===== config.mk =====
export PLATFORM = sky130hd
export DESIGN_NAME = icache_plru
export DESIGN_NICKNAME = d
export VERILOG_FILES = /design/src/rtl/icache_plru.sv
export SDC_FILE = /design/constraint.sdc
export NUM_CORES = 2
export LEC_CHECK = 0
export BUFFER_PORTS_ARGS = -buffer_cell sky130_fd_sc_hd__buf_2
export CORE_MARGIN = 5
export CORE_UTILIZATION = 30
export CTS_BUF_LIST = sky130_fd_sc_hd__clkbuf_8
export DETAILED_ROUTE_END_ITERATION = 6
export PLACE_DENSITY = 0.51
export SLEW_MARGIN = 20
export SYNTH_ARGS = -nofsm -noshare
export SYNTH_HDL_FRONTEND = slang
export SYNTH_SLANG_ARGS = --single-unit

===== constraint.sdc =====
create_clock -name clock -period 4.9 [get_ports clock]
set_clock_uncertainty 0.15 [all_clocks]
set_input_delay 0.49 -clock clock [delete_from_list [all_inputs] [get_ports clock]]
set_output_delay 0.49 -clock clock [all_outputs]
set_load 0.02 [all_outputs]

===== src/rtl/icache_plru.sv =====
// Tree pseudo-LRU replacement state for the 8-way, 64-set icache.
// Takes hit and refill access updates and answers victim-way queries.
//
// Ports:
//   clock, reset          - single clock, synchronous active-high reset
//   hit_read2plru_*       - access update from the hit-read stage
//   refill2plru_*         - access update from the refill path
//   ctrl2plru_*           - victim query from the icache controller
//   plru2ctrl_*           - registered victim result (one-cycle pulse)
//
// Tree bits per set, packed as tree[6:0] = {b6..b0}:
//   b0 root (0 = ways 0-3), b1 ways 0-3, b2 ways 4-7,
//   b3 ways 0/1, b4 ways 2/3, b5 ways 4/5, b6 ways 6/7.
module icache_plru #(
   parameter int INDEX_W = 6,
   parameter int WAY_W   = 3
) (
   input  logic               clock,
   input  logic               reset,
   input  logic               hit_read2plru_valid,
   input  logic [INDEX_W-1:0] hit_read2plru_index,
   input  logic [WAY_W-1:0]   hit_read2plru_way,
   input  logic               refill2plru_valid,
   input  logic [INDEX_W-1:0] refill2plru_index,
   input  logic [WAY_W-1:0]   refill2plru_way,
   input  logic               ctrl2plru_valid,
   input  logic [INDEX_W-1:0] ctrl2plru_index,
   output logic               plru2ctrl_valid,
   output logic [WAY_W-1:0]   plru2ctrl_way
);

   localparam int SETS   = 1 << INDEX_W;
   localparam int TREE_W = (1 << WAY_W) - 1;

   typedef logic [TREE_W-1:0] tree_t;

   tree_t             tree_q [SETS];
   tree_t             tree_d [SETS];
   logic              valid_q;
   logic              valid_d;
   logic [WAY_W-1:0]  way_q;
   logic [WAY_W-1:0]  way_d;

   // Point every node on way w's path away from w.
   function automatic tree_t touch(input tree_t t,
                                   input logic [WAY_W-1:0] w);
      tree_t r;
      r    = t;
      r[0] = ~w[2];
      unique case (1'b1)
         (w[2:1] == 2'b00): begin
            r[1] = 1'b1;
            r[3] = ~w[0];
         end
         (w[2:1] == 2'b01): begin
            r[1] = 1'b0;
            r[4] = ~w[0];
         end
         (w[2:1] == 2'b10): begin
            r[2] = 1'b1;
            r[5] = ~w[0];
         end
         default: begin
            r[2] = 1'b0;
            r[6] = ~w[0];
         end
      endcase
      return r;
   endfunction

   // Follow the pointers from the root down to a leaf.
   function automatic logic [WAY_W-1:0] walk(input tree_t t);
      logic [WAY_W-1:0] w;
      w = '0;
      unique case (1'b1)
         (t[0] == 1'b0): begin
            w[2] = 1'b0;
            w[1] = t[1];
            w[0] = t[1] ? t[4] : t[3];
         end
         default: begin
            w[2] = 1'b1;
            w[1] = t[2];
            w[0] = t[2] ? t[6] : t[5];
         end
      endcase
      return w;
   endfunction

   // Hit is applied first and refill second, so on a shared set
   // the refill path wins any bit both paths touch.
   always_comb begin
      tree_d = tree_q;
      if (hit_read2plru_valid) begin
         tree_d[hit_read2plru_index] =
            touch(tree_d[hit_read2plru_index], hit_read2plru_way);
      end
      if (refill2plru_valid) begin
         tree_d[refill2plru_index] =
            touch(tree_d[refill2plru_index], refill2plru_way);
      end
   end

   // Query reads pre-update state; same-cycle updates are not bypassed.
   always_comb begin
      valid_d = ctrl2plru_valid;
      way_d   = way_q;
      if (ctrl2plru_valid) begin
         way_d = walk(tree_q[ctrl2plru_index]);
      end
   end

   always_ff @(posedge clock) begin
      if (reset) begin
         for (int i = 0; i < SETS; i++) begin
            tree_q[i] <= '0;
         end
         valid_q <= 1'b0;
         way_q   <= '0;
      end else begin
         for (int i = 0; i < SETS; i++) begin
            tree_q[i] <= tree_d[i];
         end
         valid_q <= valid_d;
         way_q   <= way_d;
      end
   end

   assign plru2ctrl_valid = valid_q;
   assign plru2ctrl_way   = way_q;

endmodule


=== Word-level counts from Yosys, hierarchy flattened ===
Index checks and enable logic that the tools add are counted.

* Register bits: 452
* Input bits: 29
* Output and inout bits: 4
* Logic and storage cells: 134

* Magnitude comparators: 5
* Equality and inequality tests: 4
* Mux-type cells: 44
* Bitwise operators: 7
* Reductions and logical operators: 8

{| class="wikitable"
|+ Operators with widths
! cell !! count
|-
| $bwmux 448 || 2
|-
| $mux 448 || 2
|-
| $bmux 7 s6 || 3
|-
| $demux 7 s6 || 2
|-
| $mux 7 || 8
|-
| $mux 1 || 22
|-
| $ge 7x7->1 const B || 3
|-
| $not 6->7 || 3
|-
| $lt 7x1->1 const B || 2
|-
| $pmux 1 s2 || 4
|-
| $reduce_or 3->1 || 2
|-
| $eq 2x1->1 const B || 2
|-
| $eq 2x2->1 const B || 2
|-
| $logic_not 2->1 || 2
|-
| $not 1->1 || 4
|-
| $reduce_or 2->1 || 2
|-
| $mux 3 || 1
|-
| $logic_and 1x1->1 || 2
|}

=== Longest topological paths before layout ===
* Word-level depth: 15
* Depth in mapped cells: 18
* Gate-level depth less buffers: 10

=== Worst setup path after synthesis ===
OpenSTA, ideal clock, no wires.

* Kind: input to register
* Start: input ctrl2plru_index[0]
* End: register way_q[0], in the netlist plru2ctrl_way[0]
* Library setup time: 0.128 ns
* Data arrival time: 3.511 ns
* Required time: 4.622 ns
* Path slack: 1.111 ns
* Stages: 11
* Path buffers: 4
* Path through: clkbuf_1 -> buf_2 -> buf_1 -> buf_2 -> mux4_2 -> mux4_2 -> a22oi_1 -> a21boi_0 -> o31a_1 -> mux2i_1 -> nor2_1

* Cells in the longest elaborated chain, start to end: 6
* Elaborated cells between the ends (all ways): 7
* Classes of those cells: mux (6); bitwise (1)

{| class="wikitable"
|+ RTL lines
! item !! line !! text
|-
| start, declared || 27 || <nowiki>input logic [INDEX_W-1:0] ctrl2plru_index,</nowiki>
|-
| $not 6->7 (implied by the code) (*) || 109 || <nowiki>way_d = walk(tree_q[ctrl2plru_index]);</nowiki>
|-
| $bmux 7 s6 (*) || 109 ||
|-
| $mux 7 (implied by the code) (*) (2 in series) || 109 ||
|-
| $mux 1 (on tied branches) || 79, 84 ||
|-
| $mux 3 (*) || 75 || <nowiki>unique case (1'b1)</nowiki>
|-
| end signal, assigned || 125 || <nowiki>way_q <= way_d;</nowiki>
|-
| end, declared || 41 || <nowiki>logic [WAY_W-1:0] way_q;</nowiki>
|}

Every way passes the cells marked *; elsewhere a longest branch is shown, timed or not. The select of a mux whose other input is x is not followed.
A chain may end at the register's enable or synchronous reset.

=== Final worst setup path ===
* Start: input hit_read2plru_index[3]
* End: register tree_q[41] (netlist bit)

* Cells in the longest elaborated chain, start to end: 15
* Elaborated cells between the ends (all ways): 20
* Classes of those cells: order compare (2); mux (16); bitwise (1); reduce/logical (1)

{| class="wikitable"
|+ RTL lines
! item !! line !! text
|-
| start, declared || 21 || <nowiki>input logic [INDEX_W-1:0] hit_read2plru_index,</nowiki>
|-
| $not 6->7 (implied by the code) (*) || 95, 96 ||
|-
| $bmux 7 s6 || 96 || <nowiki>touch(tree_d[hit_read2plru_index], hit_read2plru_way);</nowiki>
|-
| $mux 7 (implied by the code) (2 in series) || 96 ||
|-
| $mux 1 || 50 || <nowiki>unique case (1'b1)</nowiki>
|-
| $mux 1 || 94 || <nowiki>if (hit_read2plru_valid) begin</nowiki>
|-
| $bwmux 448 (*) || 95 || <nowiki>tree_d[hit_read2plru_index] =</nowiki>
|-
| $mux 448 (*) || 94 ||
|-
| $bmux 7 s6 || 100 || <nowiki>touch(tree_d[refill2plru_index], refill2plru_way);</nowiki>
|-
| $mux 7 (implied by the code) (2 in series) || 100 ||
|-
| $mux 1 || 50 ||
|-
| $mux 1 || 98 || <nowiki>if (refill2plru_valid) begin</nowiki>
|-
| $bwmux 448 || 99 || <nowiki>tree_d[refill2plru_index] =</nowiki>
|-
| $mux 448 (*) || 98 ||
|-
| end signal, assigned by index || 122 || <nowiki>tree_q[i] <= tree_d[i];</nowiki>
|-
| end, declared || 37 || <nowiki>tree_t tree_q [SETS];</nowiki>
|}

Marks and branches as above.

==> reports/summary.txt <==
FLOORPLAN
--------------------------------------------------------------------------------
Core ar.                                                              98710 um^2
Die area                                                             106100 um^2
Cell Rows                                                                    115
I/O pin total                                                                 33
Horiz. Die Dim                                                          325.8 um
Vertical extent of the die                                              325.8 um
Starting Density                                                          0.3030

GLOBAL ROUTE
--------------------------------------------------------------------------------
Via count of the first global-routing pass                                 30510
Gr usage total                                                            0.3075
Total congestion overflow after global routing                                 0
Antenna violations before repair                                              19
Global-route wire length before repair                                  240.0 mm
Pin count of the biggest net entering global routing                          71

WORST SETUP PATH
--------------------------------------------------------------------------------
Most prevalent standard cell on the critical path                          buf_4
Start point of the critical path                                    hit_read2plru_index[3]
FF-to-FF setup slack                                                     1150 ps
FF-to-FF End                                                         tree_q[319]
Critical Path Stages                                                          14
Worst path max stage delay                                                700 ps
Launch point of the worst reg-to-reg path                            tree_q[284]
Chain of cells forming the critical path                            buf_2 > nor3b_2 > buf_4 > a21oi_1 > a32o_1 > a221oi_1 > a31oi_1 > a2111oi_0 > buf_4 > o311a_1 > nand4_1 > o21ai_4 > buf_4 > o22ai_1
Number of cells traversed by the worst register-to-register path              12
Startpoint kind of the worst setup timing path                      primary input
Capturing element type of the critical path                            flip-flop
Crit Path Max Fanout                                                          21
Delay-heaviest family, CP                                           compound AO/OA/AOI/OAI gates
Critical path class                                                       in2reg
Total buffers and inverters traversed by the critical path                     4
CP required                                                              5370 ps
CP endpoint                                                           tree_q[41]
Cell with the biggest individual delay on the critical path            a2111oi_0
Arrival time at the worst endpoint                                       4560 ps

PLACED DESIGN
--------------------------------------------------------------------------------
Final weighted congestion in routability-driven placement                  1.110
Total of buffers placed on input and output ports                             32
Sum of net half-perimeters after detailed placement                     123.8 mm
Cell count after placement                                                  4905

STA
--------------------------------------------------------------------------------
Slew of the pin with the lowest slew margin                              1064 ps
Final sum of negative setup slack                                           0 ps
Maximum frequency from static timing analysis                          244.1 MHz
Final period utilization                                                  0.8360
Min Hold Slack                                                          23.34 ps
Number of failing hold endpoints at the final stage                            0
Setup-violating endpoint count in the final report                             0
Post-route minimum period                                                4096 ps
Final Max Slew Viols                                                           0
Unrepaired setup endpoints after global routing                            false
Relative slew margins                                                     0.2903

FINISH
--------------------------------------------------------------------------------
Most common library cell in the layout ignoring fill and taps            nand2_1
Share of cells above drive strength 1                                     0.1640
Commonest cells after routing, fill and taps aside                  494 x nand2_1, 452 x dfxtp_1, 429 x nor2_1
Layout filler cell count                                                   10390
Post-route non-filler standard cell count                                   5064
Number of nets in the final layout                                          3734
Area growth from synthesis to final layout                                13.05%

SYNTHESIS
--------------------------------------------------------------------------------
Share of cell area taken by muxes after synthesis                         0.1558
Mapped Nets                                                                 3746
Main combinational cell family by area after synthesis              compound AO/OA/AOI/OAI gates
Xor/xnor share of the synthesized area                                         0
Cell type contributing the most total cell area after synthesis          dfxtp_1
Sequential-to-total area share from yosys stat                            0.3025
Mean cell area of the mapped netlist                                  8.047 um^2
Fraction of post-synthesis cell area in the top cell type by area         0.3025
Number of flops mapped to enable cells by yosys                                0
Flop and latch count out of synthesis                                        452
Compound-cell area share of the yosys netlist                             0.3164
Cell count after synthesis                                                  3717
Most used DFF post-synth                                                 dfxtp_1
Synthesized area                                                      29910 um^2
Number of library cell types mapped by synthesis                              90
Synth top area cells                                                dfxtp_1 30%, mux4_2 12%, nand2_1 6.2%, a21oi_1 6.2%, o22ai_1 5.7%
Ys async rst share                                                             0
Fraction of the mapped netlist area in simple logic gates                 0.1695
Adder and majority gate portion of the synthesized area                        0
Synthesis Warnings                                                             0

DRT
--------------------------------------------------------------------------------
Router iterations before antenna repair                                        7
Routed wire length per instance                                         33.84 um
Iteration-0 DRC Markers                                                     5424
Detailed-route vias per instance                                           6.572
Vias post-DR                                                               33280
Total Wirelength                                                        171.4 mm
Total DRC errors in the routed layout                                          0
Final ANT Viol Nets                                                            0

CLOCKING
--------------------------------------------------------------------------------
Root Buffer Master                                                      clkbuf_8
Post-CTS setup repair buffer count                                             0
Num CTS Buffers                                                               84
Number of buffers on the longest clock path                                    3
Reg clk slew, reported paths                                               60 ps
TritonCTS clock tree                                                       built
H-Tree Depth                                                                   3
Clock tree sinks                                                             452
Clock Latency Late Sink                                                   760 ps

PWR
--------------------------------------------------------------------------------
LEAKAGE                                                                 11.10 nW
Worst IR drop on VDD                                                 0.0001544 V
Power Density                                                       260.1 nW/um^2

WORST HOLD PATH
--------------------------------------------------------------------------------
Worst min-delay path category                                             in2reg

RUN STATUS
--------------------------------------------------------------------------------
Result of the run                                                   finished, final reports clean

RUN
--------------------------------------------------------------------------------
Max-Cap Viols                                                                  0

cells in the mapped netlist, drive strengths merged, types with 5 or more instances:
cell / instances
nand4: 15
a21oi: 371
o22ai: 283
and2: 20
a211oi: 61
a2111oi: 5
nand2b: 60
clkbuf: 214
a221oi: 47
nor4: 5
nand2: 497
dfxtp: 452
o31a: 7
a31o: 7
nor2: 431
a31oi: 30
a22oi: 180
o221ai: 9
o21a: 6
inv: 7
and3: 9
a22o: 36
a32o: 6
o211ai: 53
buf: 123
nand3b: 7
and3b: 9
mux2i: 62
o31ai: 9
o2bb2ai: 8
o21ai: 337
nor3: 23
mux4: 158
or2: 6
nor3b: 8
or3: 6
or3b: 6
a221o: 10
nand3: 20
nor2b: 18
mux2: 42
per-stage QoR:
stage | utilization | power [W] | setup WS (ps) | area [um^2]
detailed placement | 0.3255 | 0.005045 | 310.9 | 32130
finish | 0.3426 | 0.008794 | 803.8 | 33810
CTS | 0.3422 | 0.008787 | 1074 | 33780
floorplan | - | 0.004465 | 1111 | 29910
global route | 0.3423 | 0.009013 | 876.3 | 33790
global placement | 0.3255 | 0.005053 | 363.6 | 32130
worst min-delay path by stage:
stage	startpoint	end	slack [ps]	cells after the start
5_1_grt	reset	tree_q[7]	60	2
4_1_cts	reset	tree_q[0]	40	2
3_3_place_gp	plru2ctrl_way[1]	plru2ctrl_way[1]	330	2
3_5_place_dp	plru2ctrl_way[2]	plru2ctrl_way[2]	330	2
6_report	reset	tree_q[0]	20	2
2_1_floorplan	tree_q[347]	tree_q[347]	360	2
area by class of cell:
class,count,area (um^2),share of cell area
Antenna cell,15,37.54,0.001110
Clock buffer,100,1376,0.04070
Clock inverter,43,264.0,0.007807
Inverter,7,26.28,0.0007770
Multi-Input combinational cell,2921,19340,0.5720
Sequential cell,452,9049,0.2676
Tap cell,1287,1610,0.04762
Timing Repair Buffer,239,2111,0.06242
registers in the layout, summed over array words and instances, names as in the netlist:
name             cells
plru2ctrl_valid      1
tree_q             448
plru2ctrl_way        3
kinds of logic (layout without fill, tap and decap cells):
| group | Yosys count | in the layout |
|---|---|---|
| other | 0 | 15 |
| AOI/OAI and AO/OA | 1497 | 1497 |
| DFF | 452 | 452 |
| muxes | 262 | 262 |
| buffers and inverters | 344 | 389 |
| and+or+nand+nor | 1162 | 1162 |
where the power goes:
group,switching [W],internal (W)
Clock,0.00182,0.00196
Sequential,0.0000336,0.00370
Combinational,0.000944,0.000335
routing by layer:
layer / track usage / vias up / part of all wire
li1: - / 14110 / -
met1: 0.4114 / 16250 / 0.41
met2: 0.4508 / 2399 / 0.41
met3: 0.09523 / 517 / 0.12
met4: 0.1482 / 10 / 0.059
met5: 0 / - / 0.00040
repair_timing:
item | CTS | global route
gates resized for setup | 0 | 0
hold buffers | 1 | 0
endpoints found under the hold margin | 4 | 0
endpoints found under the setup margin | 0 | 0
worst register-to-register path, stage by stage (launching register included):
cell,delay [ps]
dfxtp_1,370
mux4_2,520
and3_1,230
a311oi_1,260
buf_4,200
nand3_1,70
buf_4,170
o31ai_4,260
o21bai_1,140
a31oi_1,190
o41ai_4,520
buf_12,310
o22ai_1,250
Power figures use the tool's default switching activity.
